==> src/rtl/alu_seq_flags.sv <==
// alu_seq_flags: registered ALU with start/busy/done handshake, persistent
// C/Z/N/V flag register, selectable ADC carry source and iterative shifts
// (one bit per clock).
module alu_seq_flags #(
  parameter int unsigned WIDTH     = 8,
  parameter bit          SHR_ARITH = 1'b0
) (
  input  logic             clk,
  input  logic             reset,
  input  logic             start,
  input  logic [2:0]       op_sel,
  input  logic [WIDTH-1:0] Ain,
  input  logic [WIDTH-1:0] Bin,
  input  logic             Carryin,
  input  logic             use_cflag,
  output logic [WIDTH-1:0] alu_out,
  output logic             Carryout,
  output logic             zero,
  output logic             neg,
  output logic             ovf,
  output logic             busy,
  output logic             done
);

  localparam int unsigned SW  = $clog2(WIDTH);
  localparam int unsigned MSB = WIDTH - 1;

  localparam logic [2:0] OP_ADD = 3'd0;
  localparam logic [2:0] OP_ADC = 3'd1;
  localparam logic [2:0] OP_SUB = 3'd2;
  localparam logic [2:0] OP_AND = 3'd3;
  localparam logic [2:0] OP_OR  = 3'd4;
  localparam logic [2:0] OP_XOR = 3'd5;

  typedef enum logic {
    IDLE  = 1'b0,
    SHIFT = 1'b1
  } state_t;

  state_t           state;
  logic [WIDTH-1:0] work;
  logic [SW-1:0]    cnt;
  logic             shr_dir;

  logic [WIDTH:0]   sum_c;
  logic [WIDTH-1:0] res_c;
  logic             c_c;
  logic             v_c;
  logic             cin_c;
  logic [SW-1:0]    amt_c;
  logic             is_shift_c;
  logic [WIDTH-1:0] step_c;
  logic             out_bit_c;
  logic             fill_c;

  // Single-cycle result and flags from the live operands; shifts by 0 pass Ain through.
  always_comb begin
    cin_c = use_cflag ? Carryout : Carryin;
    sum_c = '0;
    res_c = Ain;
    c_c   = Carryout;
    v_c   = 1'b0;
    case (op_sel)
      OP_ADD: begin
        sum_c = {1'b0, Ain} + {1'b0, Bin};
        res_c = sum_c[MSB:0];
        c_c   = sum_c[WIDTH];
        v_c   = (Ain[MSB] == Bin[MSB]) && (res_c[MSB] != Ain[MSB]);
      end
      OP_ADC: begin
        sum_c = {1'b0, Ain} + {1'b0, Bin} + {{WIDTH{1'b0}}, cin_c};
        res_c = sum_c[MSB:0];
        c_c   = sum_c[WIDTH];
        v_c   = (Ain[MSB] == Bin[MSB]) && (res_c[MSB] != Ain[MSB]);
      end
      OP_SUB: begin
        // Carry out of A + ~B + 1 is the no-borrow flag.
        sum_c = {1'b0, Ain} + {1'b0, ~Bin} + {{WIDTH{1'b0}}, 1'b1};
        res_c = sum_c[MSB:0];
        c_c   = sum_c[WIDTH];
        v_c   = (Ain[MSB] != Bin[MSB]) && (res_c[MSB] != Ain[MSB]);
      end
      OP_AND: res_c = Ain & Bin;
      OP_OR:  res_c = Ain | Bin;
      OP_XOR: res_c = Ain ^ Bin;
      default: res_c = Ain;
    endcase
  end

  // Shift decode from the live request.
  always_comb begin
    amt_c      = Bin[SW-1:0];
    is_shift_c = (op_sel[2:1] == 2'b11);
  end

  // One-bit shift step of the working register and the bit that falls out.
  always_comb begin
    fill_c = SHR_ARITH ? work[MSB] : 1'b0;
    if (shr_dir) begin
      step_c    = {fill_c, work[MSB:1]};
      out_bit_c = work[0];
    end else begin
      step_c    = {work[MSB-1:0], 1'b0};
      out_bit_c = work[MSB];
    end
  end

  // Control FSM, result and flag registers.
  always_ff @(posedge clk) begin
    if (reset) begin
      state    <= IDLE;
      alu_out  <= '0;
      Carryout <= 1'b0;
      zero     <= 1'b0;
      neg      <= 1'b0;
      ovf      <= 1'b0;
      busy     <= 1'b0;
      done     <= 1'b0;
      work     <= '0;
      cnt      <= '0;
      shr_dir  <= 1'b0;
    end else begin
      done <= 1'b0;
      case (state)
        IDLE: begin
          if (start) begin
            if (is_shift_c && (amt_c != '0)) begin
              work    <= Ain;
              cnt     <= amt_c;
              shr_dir <= op_sel[0];
              busy    <= 1'b1;
              state   <= SHIFT;
            end else begin
              alu_out  <= res_c;
              Carryout <= c_c;
              zero     <= (res_c == '0);
              neg      <= res_c[MSB];
              ovf      <= v_c;
              done     <= 1'b1;
            end
          end
        end
        SHIFT: begin
          work <= step_c;
          cnt  <= cnt - SW'(1);
          // Final step: publish result, last shifted-out bit becomes C.
          if (cnt == SW'(1)) begin
            alu_out  <= step_c;
            Carryout <= out_bit_c;
            zero     <= (step_c == '0);
            neg      <= step_c[MSB];
            ovf      <= 1'b0;
            busy     <= 1'b0;
            done     <= 1'b1;
            state    <= IDLE;
          end
        end
        default: state <= IDLE;
      endcase
    end
  end

endmodule

==> config.mk <==
export PLATFORM = sky130hd
export DESIGN_NAME = alu_seq_flags
export DESIGN_NICKNAME = d
export VERILOG_FILES = /design/src/rtl/alu_seq_flags.sv
export SDC_FILE = /design/constraint.sdc
export NUM_CORES = 1
export LEC_CHECK = 0
export BUFFER_PORTS_ARGS = -buffer_cell sky130_fd_sc_hd__buf_2
export CAP_MARGIN = 0
export CORE_ASPECT_RATIO = 1.75
export CORE_MARGIN = 2
export CORE_UTILIZATION = 47
export CTS_CLUSTER_SIZE = 28
export DETAILED_ROUTE_END_ITERATION = 10
export PLACE_DENSITY = 0.7
export SYNTH_ARGS = -nofsm -noshare
export SYNTH_HDL_FRONTEND = slang
export SYNTH_SLANG_ARGS = --single-unit
export TNS_END_PERCENT = 1
==> constraint.sdc <==
create_clock -name clk -period 2.75 [get_ports clk]
set_clock_uncertainty 0.05 [all_clocks]
set_input_delay 0.275 -clock clk [delete_from_list [all_inputs] [get_ports clk]]
set_output_delay 0.275 -clock clk [all_outputs]
set_load 0.005 [all_outputs]
==> run_summary.xml <==
<?xml version="1.0" encoding="UTF-8"?>
<metrics>
  <group name="sta">
    <metric name="slew_headroom" unit="%">65.3</metric>
    <metric name="grt_setup_unrepaired" unit="">yes</metric>
    <metric name="final_critical_path_setup_slack" unit="ns">0.113</metric>
    <metric name="worst_hold_slack_across_all_endpoints" unit="ns">0.332</metric>
    <metric name="post_route_clock_period_utilization" unit="%">95.9</metric>
    <metric name="worst-slew-pin-transition" unit="ns">0.520</metric>
    <metric name="fmax" unit="GHz">0.379</metric>
    <metric name="final_tns_setup" unit="ns">0</metric>
    <metric name="slew_violations" unit="">0</metric>
    <metric name="final-setup-viol-count" unit="">0</metric>
    <metric name="layout_min_cycle_time" unit="ns">2.64</metric>
    <metric name="hold_viol" unit="">0</metric>
  </group>
  <group name="cells_and_area">
    <metric name="antenna_cells" unit="">0</metric>
    <metric name="layout-drive-gt1-share" unit="%">25.5</metric>
    <metric name="syn2layout_area_growth" unit="%">24.4</metric>
    <metric name="fin_area" unit="mm^2">0.00362</metric>
    <metric name="nNetsFinal" unit="">526</metric>
  </group>
  <group name="setup_path">
    <metric name="critical-path-top-cell-by-count" unit="">a2111oi_4</metric>
    <metric name="critical_path.slowest_cell" unit="">a2111oi_4</metric>
    <metric name="regToRegEndpoint" unit="">zero</metric>
    <metric name="cp.arrival" unit="ns">2.79</metric>
    <metric name="worstPathBufferInverterCount" unit="">1</metric>
    <metric name="worst-setup-path-type" unit="">input pin to flop</metric>
    <metric name="reg2reg_slack" unit="ns">0.36</metric>
    <metric name="path_max_fanout" unit="">4</metric>
    <metric name="cpLargestDelayFamily" unit="">compound AO/OA/AOI/OAI gates</metric>
    <metric name="worst_r2r_path_depth" unit="">10</metric>
    <metric name="path_cells" unit="">buf_6 &gt; ha_4 &gt; fa_2 &gt; a21o_4 &gt; a2111oi_4 &gt; o21ai_2 &gt; a2111oi_4 &gt; a21oi_2 &gt; o32ai_2 &gt; nand2b_1 &gt; a311oi_2</metric>
    <metric name="launch_instance_of_the_worst_register_to_register_path" unit="">Carryout</metric>
    <metric name="max_incr_delay_on_cp" unit="ns">0.46</metric>
    <metric name="end_kind" unit="">flop</metric>
    <metric name="data_required_critical_path" unit="ns">2.90</metric>
    <metric name="launching_element_type_of_the_critical_path" unit="">input pin</metric>
  </group>
  <group name="power">
    <metric name="p_comb_share" unit="%">47.3</metric>
    <metric name="clockPowerShare" unit="%">19.8</metric>
    <metric name="share_seq_of_total_power" unit="%">32.8</metric>
    <metric name="power.share.switching" unit="%">37.0</metric>
    <metric name="peakVddDrop" unit="mV">0.183</metric>
    <metric name="internal_power" unit="W">0.000811</metric>
    <metric name="cellLeakagePower" unit="nW">1.62</metric>
    <metric name="p_per_area" unit="mW/mm^2">355</metric>
    <metric name="net-switching-power" unit="W">0.000475</metric>
  </group>
  <group name="clock_tree">
    <metric name="clock_path_buffers" unit="">2</metric>
    <metric name="path_clk_slew" unit="ns">0.09</metric>
    <metric name="tritoncts" unit="">built</metric>
    <metric name="deepest_level_of_the_cts_h_tree" unit="">1</metric>
    <metric name="tritoncts_num_sinks" unit="">26</metric>
    <metric name="cts_root_buffer" unit="">clkbuf_8</metric>
    <metric name="numCtsBuffers" unit="">3</metric>
    <metric name="clk_latency" unit="ns">0.28</metric>
    <metric name="cts_hold_buf" unit="">0</metric>
  </group>
  <group name="synthesis">
    <metric name="ys_ff_latch" unit="">26</metric>
    <metric name="ys_async_sr_fraction" unit="%">0</metric>
    <metric name="synthTopCellsByArea" unit="">dfxtp_1, ha_1, nor2_1, o21ai_0, a21oi_1</metric>
    <metric name="yosys.area.top_type_share" unit="%">17.9</metric>
    <metric name="synth_warnings" unit="">0</metric>
    <metric name="synthCells" unit="">393</metric>
    <metric name="dominantRegCellSynth" unit="">dfxtp_1</metric>
    <metric name="ys_seq_area_share" unit="%">17.9</metric>
    <metric name="post_synth_instance_area" unit="mm^2">0.00291</metric>
    <metric name="yosys.cell_types.count" unit="">65</metric>
    <metric name="synth_area_per_cell" unit="um^2">7.41</metric>
    <metric name="post-synth-top-area-cell" unit="">dfxtp_1</metric>
    <metric name="edff_count_synth" unit="">0</metric>
    <metric name="synth.top_cells.by_count" unit="">nor2_1, nand2_1, inv_1</metric>
    <metric name="synth_nets" unit="">448</metric>
    <metric name="synth.most_common_cell" unit="">nor2_1</metric>
  </group>
  <group name="floorplanning">
    <metric name="fp.dieW" unit="um">63.5</metric>
    <metric name="site_rows" unit="">38</metric>
    <metric name="floorplan.initialDensity" unit="%">47.9</metric>
    <metric name="floorplan.die_area" unit="mm^2">0.00687</metric>
    <metric name="die_height" unit="um">108</metric>
    <metric name="core_region_area" unit="mm^2">0.00609</metric>
    <metric name="num_io_pins" unit="">38</metric>
  </group>
  <group name="job">
    <metric name="max_cap_violations" unit="">0</metric>
  </group>
  <group name="grt">
    <metric name="grt_overflow_total" unit="">0</metric>
    <metric name="gr-usage-all-layers" unit="%">26.8</metric>
    <metric name="vias_in_the_first_global_route" unit="">3131</metric>
    <metric name="grt_antenna_before_repair" unit="">0</metric>
    <metric name="grt_start_max_net_pins" unit="">27</metric>
    <metric name="grt_first_pass_wirelength" unit="um">14700</metric>
  </group>
  <group name="drt">
    <metric name="first_iter_violations" unit="">203</metric>
    <metric name="routed_wirelength" unit="um">8900</metric>
    <metric name="route.detailed.drc" unit="">0</metric>
    <metric name="avgRoutedWirePerCell" unit="um">16.2</metric>
    <metric name="dr.pass1.iters" unit="">5</metric>
    <metric name="vias_per_cell" unit="">5.91</metric>
    <metric name="vias" unit="">3251</metric>
    <metric name="detail-route-antenna-nets" unit="">0</metric>
  </group>
  <group name="outcome">
    <metric name="status" unit="">complete, no violations</metric>
  </group>
  <group name="min_path">
    <metric name="hold_start" unit="">Bin[2]</metric>
    <metric name="hold_path.class" unit="">input pin to flop</metric>
    <metric name="endpoint_of_the_worst_hold_path" unit="">cnt[2]</metric>
    <metric name="whs_path_depth" unit="">4</metric>
  </group>
  <group name="placement">
    <metric name="postPlaceCellArea" unit="mm^2">0.00352</metric>
    <metric name="dp.final_hpwl" unit="um">7190</metric>
    <metric name="gp_congestion" unit="">0.957</metric>
    <metric name="buffer_ports.inserted" unit="">37</metric>
    <metric name="preCtsSetupSlack" unit="ns">-0.177</metric>
  </group>
</metrics>
## how the worst max path moves through the flow
stage | startpoint | endpoint | slack [ns] | depth (start not counted)
detailed placement | Ain[0] | zero | -0.18 | 11
global placement | Ain[0] | zero | -0.12 | 11
floorplan | Ain[0] | zero | 0.04 | 10
CTS | Ain[0] | zero | 0.11 | 11
global route | Bin[0] | neg | -0.1 | 11
finish | Bin[0] | neg | 0.11 | 11
## worst register-to-register path, stage by stage (launching register included)
cell and delay [ns]:
dfxtp_1 0.34, mux2_2 0.29, ha_1 0.22, ha_1 0.21
nand4b_1 0.15, buf_4 0.15, xnor2_1 0.07, a221o_1 0.36
o21ai_0 0.14, and3_1 0.21, a41o_1 0.15
## state kept, by name, indices dropped and copies added, names as in the netlist
register,flops
work,8
alu_out,7
cnt,3
Carryout,1
busy,1
done,1
neg,1
ovf,1
shr_dir,1
state,1
zero,1
## per-layer routing
metal / global-route usage (%) / up-vias / share of wire [%]
li1: - / 1571 / -
met2: 52.3 / 129 / 54
met5: 0 / - / 0
met4: 15.8 / 0 / 5.0
met1: 27.6 / 1515 / 37
met3: 1.04 / 36 / 3.7
## cells by family after synthesis
logic type | after synthesis | synth area share (%)
AO/OA/AOI/OAI | 128 | 31.9
buffers and inverters | 52 | 7.04
multiplexers | 10 | 3.69
flip-flops | 26 | 17.9
XOR/XNOR | 14 | 4.21
adder cells (fa/ha/maj) | 31 | 13.8
AND/OR/NAND/NOR | 132 | 21.4
## what timing repair did
item	4_1_cts	5_1_grt
resized for setup	0	5
setup endpoints to repair	0	3
setup buffers	0	3
## power groups by stage
stage / clock [W] / combinational, W / sequential, W
global placement: 0 / 0.000579 / 0.000430
CTS: 0.000252 / 0.000592 / 0.000422
floorplan: 0 / 0.000378 / 0.000424
global route: 0.000266 / 0.000671 / 0.000426
detailed placement: 0 / 0.000589 / 0.000431
finish: 0.000255 / 0.000609 / 0.000422
## placed cells by master, fill, tap and decap left out, drive strengths merged, types with 4 or more instances in the layout
master / synthesis / final
buf: 4 / 93
a21oi: 29 / 29
ha: 29 / 29
a2111oi: 4 / 4
nand3: 8 / 8
inv: 32 / 32
nor4: 5 / 5
nor2: 46 / 46
nand2: 33 / 33
mux2: 6 / 6
mux2i: 4 / 4
dfxtp: 26 / 26
o21ai: 33 / 33
nor2b: 9 / 9
a211oi: 19 / 19
nor3: 11 / 11
clkbuf: 16 / 4
and3: 5 / 5
xnor2: 12 / 12
## stage by stage
| step | cells | utilization, % | power [W] |
|---|---|---|---|
| after floorplan | 393 | - | 0.000803 |
| after global placement | 543 | 57.9 | 0.00101 |
| after detailed placement | 543 | 57.9 | 0.00102 |
| after CTS | 547 | 58.8 | 0.00127 |
| after global routing | 550 | 59.6 | 0.00136 |
| final | 550 | 59.6 | 0.00129 |
## area by class of cell
type | count | area (um^2)
clock buffers | 4 | 55.1
fillers | 617 | 2460
inverters | 32 | 120
multi-input cells | 315 | 2210
flip-flops and latches | 26 | 520
well taps | 80 | 100
repair buffers | 93 | 618
(Power assumes the default switching activity.)
